<file path="src/rtl/riscv_hazard_ctrl_pkg.sv">
// +-------------------------------------------------------------------------+
// | riscv_hazard_ctrl_pkg: shared encodings for the hazard controller. Rev 1.0 |
// +-------------------------------------------------------------------------+
`default_nettype none

package riscv_hazard_ctrl_pkg;

  localparam logic [1:0] FWD_RF = 2'b00;
  localparam logic [1:0] FWD_EM = 2'b01;
  localparam logic [1:0] FWD_MW = 2'b10;

  typedef enum logic [1:0] {
    IDLE = 2'd0,
    WAIT = 2'd1,
    HALT = 2'd2
  } dmem_state_t;

endpackage

`default_nettype wire

</file>
<file path="src/rtl/riscv_hazard_ctrl_fwd.sv">
// +-------------------------------------------------------------------------+
// | riscv_fwd_unit: EX operand forwarding selects, EM over MW.      Rev 1.0 |
// +-------------------------------------------------------------------------+
`default_nettype none

module riscv_fwd_unit
  import riscv_hazard_ctrl_pkg::*;
(
  input  logic [4:0] e_rs1_addr,
  input  logic [4:0] e_rs2_addr,
  input  logic [4:0] m_rd_addr,
  input  logic       m_reg_wr_en,
  input  logic       m_is_load,
  input  logic [4:0] w_rd_addr,
  input  logic       w_reg_wr_en,
  output logic [1:0] fwd_a_sel,
  output logic [1:0] fwd_b_sel
);

  // A load in EM has no data yet, so it can only be picked up once it reaches MW
  function automatic logic [1:0] pick(input logic [4:0] rs);
    if (m_reg_wr_en && !m_is_load && (m_rd_addr != 5'd0) && (m_rd_addr == rs))
      return FWD_EM;
    else if (w_reg_wr_en && (w_rd_addr != 5'd0) && (w_rd_addr == rs))
      return FWD_MW;
    else
      return FWD_RF;
  endfunction

  assign fwd_a_sel = pick(e_rs1_addr);
  assign fwd_b_sel = pick(e_rs2_addr);

endmodule

`default_nettype wire

</file>
<file path="src/rtl/riscv_hazard_ctrl.sv">
// +-------------------------------------------------------------------------+
// | riscv_hazard_ctrl: stage enables/flushes, dmem handshake, stalls. Rev 1.0 |
// +-------------------------------------------------------------------------+
`default_nettype none

module riscv_hazard_ctrl
  import riscv_hazard_ctrl_pkg::*;
#(
  parameter int unsigned DMEM_TIMEOUT = 255,
  parameter int unsigned CNT_W        = 32
) (
  input  logic             i_clk,
  input  logic             i_rstn,
  input  logic [4:0]       i_d_rs1_addr,
  input  logic [4:0]       i_d_rs2_addr,
  input  logic [4:0]       i_e_rs1_addr,
  input  logic [4:0]       i_e_rs2_addr,
  input  logic [4:0]       i_e_rd_addr,
  input  logic             i_e_is_load,
  input  logic             i_e_branch_taken,
  input  logic [4:0]       i_m_rd_addr,
  input  logic             i_m_reg_wr_en,
  input  logic             i_m_is_load,
  input  logic             i_m_mem_wr_en,
  input  logic [4:0]       i_w_rd_addr,
  input  logic             i_w_reg_wr_en,
  input  logic             i_dmem_ack,
  output logic             o_dmem_req,
  output logic             o_pc_en,
  output logic             o_fd_en,
  output logic             o_de_en,
  output logic             o_em_en,
  output logic             o_mw_en,
  output logic             o_fd_flush,
  output logic             o_de_flush,
  output logic [1:0]       o_fwd_a_sel,
  output logic [1:0]       o_fwd_b_sel,
  output logic             o_dmem_err,
  output logic [CNT_W-1:0] o_stall_cnt
);

  localparam logic [15:0] TIMEOUT_VAL = 16'(DMEM_TIMEOUT);

  dmem_state_t      state;
  dmem_state_t      state_nxt;
  logic [15:0]      wait_cnt;
  logic [15:0]      wait_cnt_nxt;
  logic             err_set;
  logic             req;
  logic             mem_op;
  logic             mem_stall;
  logic             load_use;
  logic [CNT_W-1:0] stall_cnt;

  assign mem_op   = i_m_is_load | i_m_mem_wr_en;
  assign load_use = i_e_is_load && (i_e_rd_addr != 5'd0) &&
                    ((i_e_rd_addr == i_d_rs1_addr) || (i_e_rd_addr == i_d_rs2_addr));

  always_ff @(posedge i_clk or negedge i_rstn) begin
    if (!i_rstn) begin
      state    <= IDLE;
      wait_cnt <= 16'd0;
    end else begin
      state    <= state_nxt;
      wait_cnt <= wait_cnt_nxt;
    end
  end

  always_comb begin
    state_nxt    = state;
    wait_cnt_nxt = wait_cnt;
    err_set      = 1'b0;
    req          = 1'b0;
    mem_stall    = 1'b0;
    case (state)
      IDLE: begin
        req          = mem_op;
        wait_cnt_nxt = 16'd0;
        if (mem_op && !i_dmem_ack) begin
          mem_stall = 1'b1;
          state_nxt = WAIT;
        end
      end
      WAIT: begin
        req = 1'b1;
        if (i_dmem_ack) begin
          state_nxt    = IDLE;
          wait_cnt_nxt = 16'd0;
        end else begin
          mem_stall    = 1'b1;
          wait_cnt_nxt = wait_cnt + 16'd1;
          if (wait_cnt_nxt == TIMEOUT_VAL) begin
            state_nxt = HALT;
            err_set   = 1'b1;
          end
        end
      end
      HALT: begin
        mem_stall = 1'b1;
      end
      default: begin
        state_nxt = IDLE;
      end
    endcase
  end

  // A frozen pipe drops branch/load-use responses; they re-evaluate after release
  always_comb begin
    o_pc_en    = 1'b1;
    o_fd_en    = 1'b1;
    o_de_en    = 1'b1;
    o_em_en    = 1'b1;
    o_mw_en    = 1'b1;
    o_fd_flush = 1'b0;
    o_de_flush = 1'b0;
    if (mem_stall) begin
      o_pc_en = 1'b0;
      o_fd_en = 1'b0;
      o_de_en = 1'b0;
      o_em_en = 1'b0;
      o_mw_en = 1'b0;
    end else if (i_e_branch_taken) begin
      o_fd_flush = 1'b1;
      o_de_flush = 1'b1;
    end else if (load_use) begin
      o_pc_en    = 1'b0;
      o_fd_en    = 1'b0;
      o_de_flush = 1'b1;
    end
  end

  always_ff @(posedge i_clk or negedge i_rstn) begin
    if (!i_rstn) begin
      o_dmem_err <= 1'b0;
      stall_cnt  <= '0;
    end else begin
      if (err_set)
        o_dmem_err <= 1'b1;
      if (!o_pc_en && (stall_cnt != {CNT_W{1'b1}}))
        stall_cnt <= stall_cnt + CNT_W'(1);
    end
  end

  assign o_stall_cnt = stall_cnt;
  assign o_dmem_req  = req & i_rstn;

  riscv_fwd_unit u_fwd (
    .e_rs1_addr  (i_e_rs1_addr),
    .e_rs2_addr  (i_e_rs2_addr),
    .m_rd_addr   (i_m_rd_addr),
    .m_reg_wr_en (i_m_reg_wr_en),
    .m_is_load   (i_m_is_load),
    .w_rd_addr   (i_w_rd_addr),
    .w_reg_wr_en (i_w_reg_wr_en),
    .fwd_a_sel   (o_fwd_a_sel),
    .fwd_b_sel   (o_fwd_b_sel)
  );

endmodule

`default_nettype wire
</file>
<file path="config.mk">
export PLATFORM = sky130hd
export DESIGN_NAME = riscv_hazard_ctrl
export DESIGN_NICKNAME = d
export VERILOG_FILES = /design/src/rtl/riscv_hazard_ctrl_pkg.sv /design/src/rtl/riscv_hazard_ctrl_fwd.sv /design/src/rtl/riscv_hazard_ctrl.sv
export SDC_FILE = /design/constraint.sdc
export NUM_CORES = 1
export LEC_CHECK = 0
export BUFFER_PORTS_ARGS = -buffer_cell sky130_fd_sc_hd__buf_2
export CAP_MARGIN = 0
export CORE_UTILIZATION = 28
export DETAILED_ROUTE_END_ITERATION = 8
export PLACE_DENSITY = 0.45
export SYNTH_ARGS = -nofsm -noshare
export SYNTH_HDL_FRONTEND = slang
export SYNTH_SLANG_ARGS = --single-unit
</file>
<file path="constraint.sdc">
create_clock -name i_clk -period 5.25 [get_ports i_clk]
set_clock_uncertainty 0.2 [all_clocks]
set_input_delay 1.575 -clock i_clk [delete_from_list [all_inputs] [get_ports i_clk]]
set_output_delay 1.575 -clock i_clk [all_outputs]
set_load 0.005 [all_outputs]
</file>
=== Word-level counts from Yosys, hierarchy flattened ===
Cells that the tools add are included.

* Word-level logic and storage cells: 68
* Bits in registers: 51

* Equal/unequal tests: 12
* Reduce and logical (&&, ||, !) cells: 21
* Add/sub/neg operators: 2
* Muxes and demuxes: 26
* Bitwise gates (word level): 3

{| class="wikitable"
|+ Operators with widths
! cell !! count
|-
| $add A32 B1 Y32 const B || 1
|-
| $ne A32 B32 Y1 const B || 1
|-
| $pmux W16 S2 || 1
|-
| $eq A5 B5 Y1 || 6
|-
| $add A16 B1 Y16 const B || 1
|-
| $eq A16 B8 Y1 const B || 1
|-
| $mux W16 || 1
|-
| $reduce_bool A5 Y1 || 3
|-
| $mux W1 || 14
|-
| $mux W2 || 7
|-
| $logic_and A1 B1 Y1 || 11
|-
| $pmux W2 S3 || 1
|-
| $logic_not A1 Y1 || 3
|-
| $ne A3 B3 Y1 const B || 1
|-
| $pmux W1 S3 || 1
|-
| $reduce_and A3 Y1 || 1
|-
| $eq A2 B1 Y1 const B || 1
|-
| $eq A2 B2 Y1 const B || 1
|-
| $logic_not A2 Y1 || 1
|-
| $ne A2 B2 Y1 const B || 1
|-
| $pmux W1 S2 || 1
|-
| $reduce_bool A2 Y1 || 1
|-
| $and A1 B1 Y1 || 1
|-
| $logic_or A1 B1 Y1 || 1
|-
| 2 further kinds || 2
|}

=== Logic depth before layout (Yosys ltp) ===
* Depth after elaboration: 8
* Mapped depth: 8
* Gate-level depth less buffers: 7

=== Cells and area by module ===
A second synthesis with hierarchy kept.

* Cell total of the unflattened synthesis: 355
* Area total of the unflattened synthesis: 3214.3 um^2

{| class="wikitable"
|+ Modules (own cells, without submodules)
! module !! cells each !! sequential area each (um^2) !! area each (um^2) !! instances
|-
| riscv_hazard_ctrl || 320 || 1276.2 || 2950.3 || 1
|-
| riscv_fwd_unit || 35 || 0.0 || 264.0 || 1
|}

=== Least setup slack after synthesis ===
Ideal clock, no wire load.

* Kind: in2out
* From: input i_e_rd_addr[1]
* To: output o_pc_en
* Data required time: 3475 ps
* Setup slack: 684 ps
* Stages: 6
* Buffers on the path: 2
* Arrival: 2791 ps
* Cell sequence: or4_1 > o21ai_1 > o31ai_4 > buf_2 > inv_1 > buf_4

* Word-level cells in the longest chain between the ends: 6

{| class="wikitable"
|+ RTL lines
! what !! RTL line !! RTL
|-
| from (decl) || riscv_hazard_ctrl.sv:18 || <nowiki>input logic [4:0] i_e_rd_addr,</nowiki>
|-
| $eq A5 B5 Y1 / $reduce_bool A5 Y1 (equally long branches) || riscv_hazard_ctrl.sv:57, riscv_hazard_ctrl.sv:56 ||
|-
| $logic_or A1 B1 Y1 / $logic_and A1 B1 Y1 (equally long branches) || riscv_hazard_ctrl.sv:57, riscv_hazard_ctrl.sv:56 ||
|-
| $logic_and A1 B1 Y1 * || riscv_hazard_ctrl.sv:56 || <nowiki>assign load_use = i_e_is_load && (i_e_rd_addr != 5'd0) &&</nowiki>
|-
| $mux W1 * (3 in series) || -- ||
|-
| to (decl) || riscv_hazard_ctrl.sv:29 || <nowiki>output logic o_pc_en,</nowiki>
|}

Mark *: on every way between the ends. The rest lies on a longest branch, timed or not.

=== Worst setup path after layout ===
* From: input i_m_rd_addr[0]
* To: output o_fwd_a_sel[1]

* Word-level cells in the longest chain between the ends: 4

{| class="wikitable"
|+ RTL lines
! what !! RTL line !! RTL
|-
| from (decl) || riscv_hazard_ctrl.sv:21 || <nowiki>input logic [4:0] i_m_rd_addr,</nowiki>
|-
| $reduce_bool A5 Y1 || riscv_hazard_ctrl_fwd.sv:22 || <nowiki>if (m_reg_wr_en && !m_is_load && (m_rd_addr != 5'd0) && (m_rd_addr == rs))</nowiki>
|-
| $logic_and A1 B1 Y1 || riscv_hazard_ctrl_fwd.sv:22 ||
|-
| $logic_and A1 B1 Y1 * || riscv_hazard_ctrl_fwd.sv:22 ||
|-
| $mux W2 * || riscv_hazard_ctrl_fwd.sv:22 ||
|-
| to (decl) || riscv_hazard_ctrl.sv:36 || <nowiki>output logic [1:0] o_fwd_a_sel,</nowiki>
|}

Marks and branches as above.

==> impl_metrics.toml <==
[run_status]
status = "complete, but fails checks"
violations = "design-rule violations"

[power]
p_leak_nw = 1.82
finalPower_w = 0.000991
ir_drop_mv = 0.141
cellPowerDensity_nw_per_um2 = 245

[timing]
max_clock_freq_ghz = 0.209
final_hold_viol_count = 0
min_period_ns = 4.78
final-setup-viol-count = 0
slew_violations = 0
rsz0062_at_grt = "no"
post-route-period-util = 0.911
fin_setup_tns_ns = 0
tightest_slew_ns = 0.685
relSlewSlack = 0.544

[drt]
drc_errors = 8
drt_pass1_iterations = 6
ant_nets = 0
wire_per_inst_um = 14.1
drtIter0Drc = 197
dr_total_vias = 2931
viasPerCell = 5.06
drt-total-wl_um = 8180

[setup_path]
cp-end-kind = "primary output"
crit_type = "in -> out"
cp_cell_sequence = "buf_2, or4_1, o21ai_0, nor4_1, nor4_1, buf_2"
cp_slowest_cell = "or4_1"
arrival_ns = 3.01
cp.required_ns = 3.48
cpLargestDelayFamily = "simple AND/OR/NAND/NOR gates"
cp-start-kind = "input port"
critPathMaxStageDelay_ns = 0.51
path_buf_inv = 2
cp_max_fo = 3

[cells_and_area]
fin_area_um2 = 4040
n_antenna_cell = 0
synthToLayoutAreaGrowth_pct = 21.6
drive_gt1_frac = 0.271
nFillCells = 1159
utilization = 0.351
layout_common_cells = "88 x buf_2, 51 x dfrtp_1, 38 x xnor2_1, 27 x nor2_1"
nets = 482
stdcell_count = 579
final_common_cell = "buf_2"

[logic_synthesis]
syn_nets = 402
synth_edf_count = 0
ys_seq_area_frac = 0.384
synth_area_per_cell_um2 = 9.36
synth-seq-cells = 51
synth_ff_type = "dfrtp_1"
synthArstFlopShare = 1.00
synth_warnings = 0
yosysUniqueCellTypes = 51
syn-cell-area_um2 = 3320
synthCells = 355

[die]
die_h_um = 111
initial_utilization = 0.289
num_io_pins = 89
die_x_um = 111
fp-row-count = 39
core_area_um2 = 11500
dieArea_um2 = 12300

[clock_network]
numCtsBuffers = 5
ctsHoldBuffers = 0
cts.path.max_buffers = 2
root_buffer = "clkbuf_16"
worst_skew_pair.late_latency_ns = 0.29
cts_htree_levels = 2
clk_pin_slew_ns = 0.07
cts_resized = 0
cts_sinks = 51
cts_tree = "yes"
postCtsSetupBuffers = 0

[placement]
place_congestion = 0.890
portBuffers = 88
placed_area_um2 = 3870
dp_hpwl_um = 6000
numPlacedInstances = 571

[run]
cap_violations = 0

[grt]
grt_pass1_wl_um = 14000
grt_pass1_vias = 2843
antenna_found_initial = 0
grt_max_degree = 52
track_usage = 0.139
grt-ovfl-total = 0

[worst_hold_path]
hold_path.class = "reg -> reg"
## power by group
part	switching (W)	total (W)	internal [W]
Sequential	0.0000300	0.000449	0.000419
Combinational	0.0000821	0.000160	0.0000780
Clock	0.000154	0.000382	0.000228
Total	0.000266	0.000991	0.000725
## Yosys cell counts, types with 2 or more instances
master / count / area share
clkbuf_1: 4 / 0.0045
inv_1: 8 / 0.0090
nand3_1: 25 / 0.038
buf_4: 4 / 0.0090
nor4_1: 5 / 0.0094
nor3_2: 3 / 0.0090
nand4_4: 2 / 0.013
ha_1: 3 / 0.011
o21ai_0: 25 / 0.038
o21ai_1: 2 / 0.0030
a21boi_1: 2 / 0.0045
nor4_2: 2 / 0.0075
nor2_1: 27 / 0.030
nor3b_1: 2 / 0.0045
nand2_1: 18 / 0.020
and4_1: 9 / 0.024
o31ai_1: 3 / 0.0068
or2_4: 2 / 0.0053
nand3b_1: 3 / 0.0068
nor3_1: 8 / 0.012
dfrtp_1: 51 / 0.38
nor2b_1: 3 / 0.0056
xor2_1: 24 / 0.063
a21oi_1: 8 / 0.012
or2_1: 3 / 0.0056
and2_1: 5 / 0.0094
xnor2_1: 38 / 0.10
nand4_2: 4 / 0.015
buf_2: 9 / 0.014
and3_1: 9 / 0.017
or4_1: 5 / 0.011
a31oi_1: 3 / 0.0056
nand4_1: 18 / 0.034
## worst register-to-register path, cell delays in order (launching register included)
cell and delay [ns]:
dfrtp_1 0.74, nor3_1 0.17, nor2_1 0.40, o31ai_4 0.18, buf_4 0.27, nand2_1 0.14
mux2_1 0.33
## per-stage QoR
stage	worst slack [ns]	hold WS, ns
floorplan	0.684	0.258
global placement	0.474	0.272
detailed placement	0.430	0.282
CTS	0.423	0.297
global route	0.381	0.319
finish	0.467	0.289
## path summary, 6_finish.rpt
kind | from | end | slack (ns) | cells after the start
worst max-delay path | i_m_rd_addr[0] | o_fwd_a_sel[1] | 0.47 | 6
worst min-delay path | o_dmem_err | o_dmem_err | 0.29 | 1
worst max register to register | state[1] | o_stall_cnt[1] | 2.71 | 6
worst min register to register | o_dmem_err | o_dmem_err | 0.29 | 1
max in group asynchronous | i_rstn | o_stall_cnt[0] | 3.09 | 2
min in group asynchronous | i_rstn | o_stall_cnt[14] | 1.31 | 2
## sequential cells by signal (all words and copies together), names as in the netlist
name and flops:
o_stall_cnt 32, wait_cnt 16, state 2, o_dmem_err 1
## per-layer routing
| layer | share of wire | GRT usage |
|---|---|---|
| met1 | 0.47 | 0.182 |
| met2 | 0.48 | 0.235 |
| met5 | 0 | 0 |
| met4 | 0.0067 | 0.0292 |
| met3 | 0.050 | 0.0273 |
## final cells by class
class                      instances  area [µm²]  share of cell area
timing repair buffer              90         455               0.113
clock buffer                       5         125              0.0310
inverter                           8        30.0             0.00743
sequential                        51        1280               0.316
tap                              143         179              0.0443
clock inverter                     3        47.5              0.0118
multi-input combinational        279        1930               0.477
## cells by family (layout without fill, tap and decap cells)
group	after synthesis	after routing	share of synthesized area
adders and majority gates	3	3	0.0113
xor gates and xnor gates	62	62	0.163
muxes	2	2	0.00791
AOI/OAI and AO/OA	52	52	0.0979
and+or+nand+nor	160	160	0.299
DFF	51	51	0.384
buffers and inverters	25	106	0.0361
Note: power is estimated with default switching activity, not from simulation.
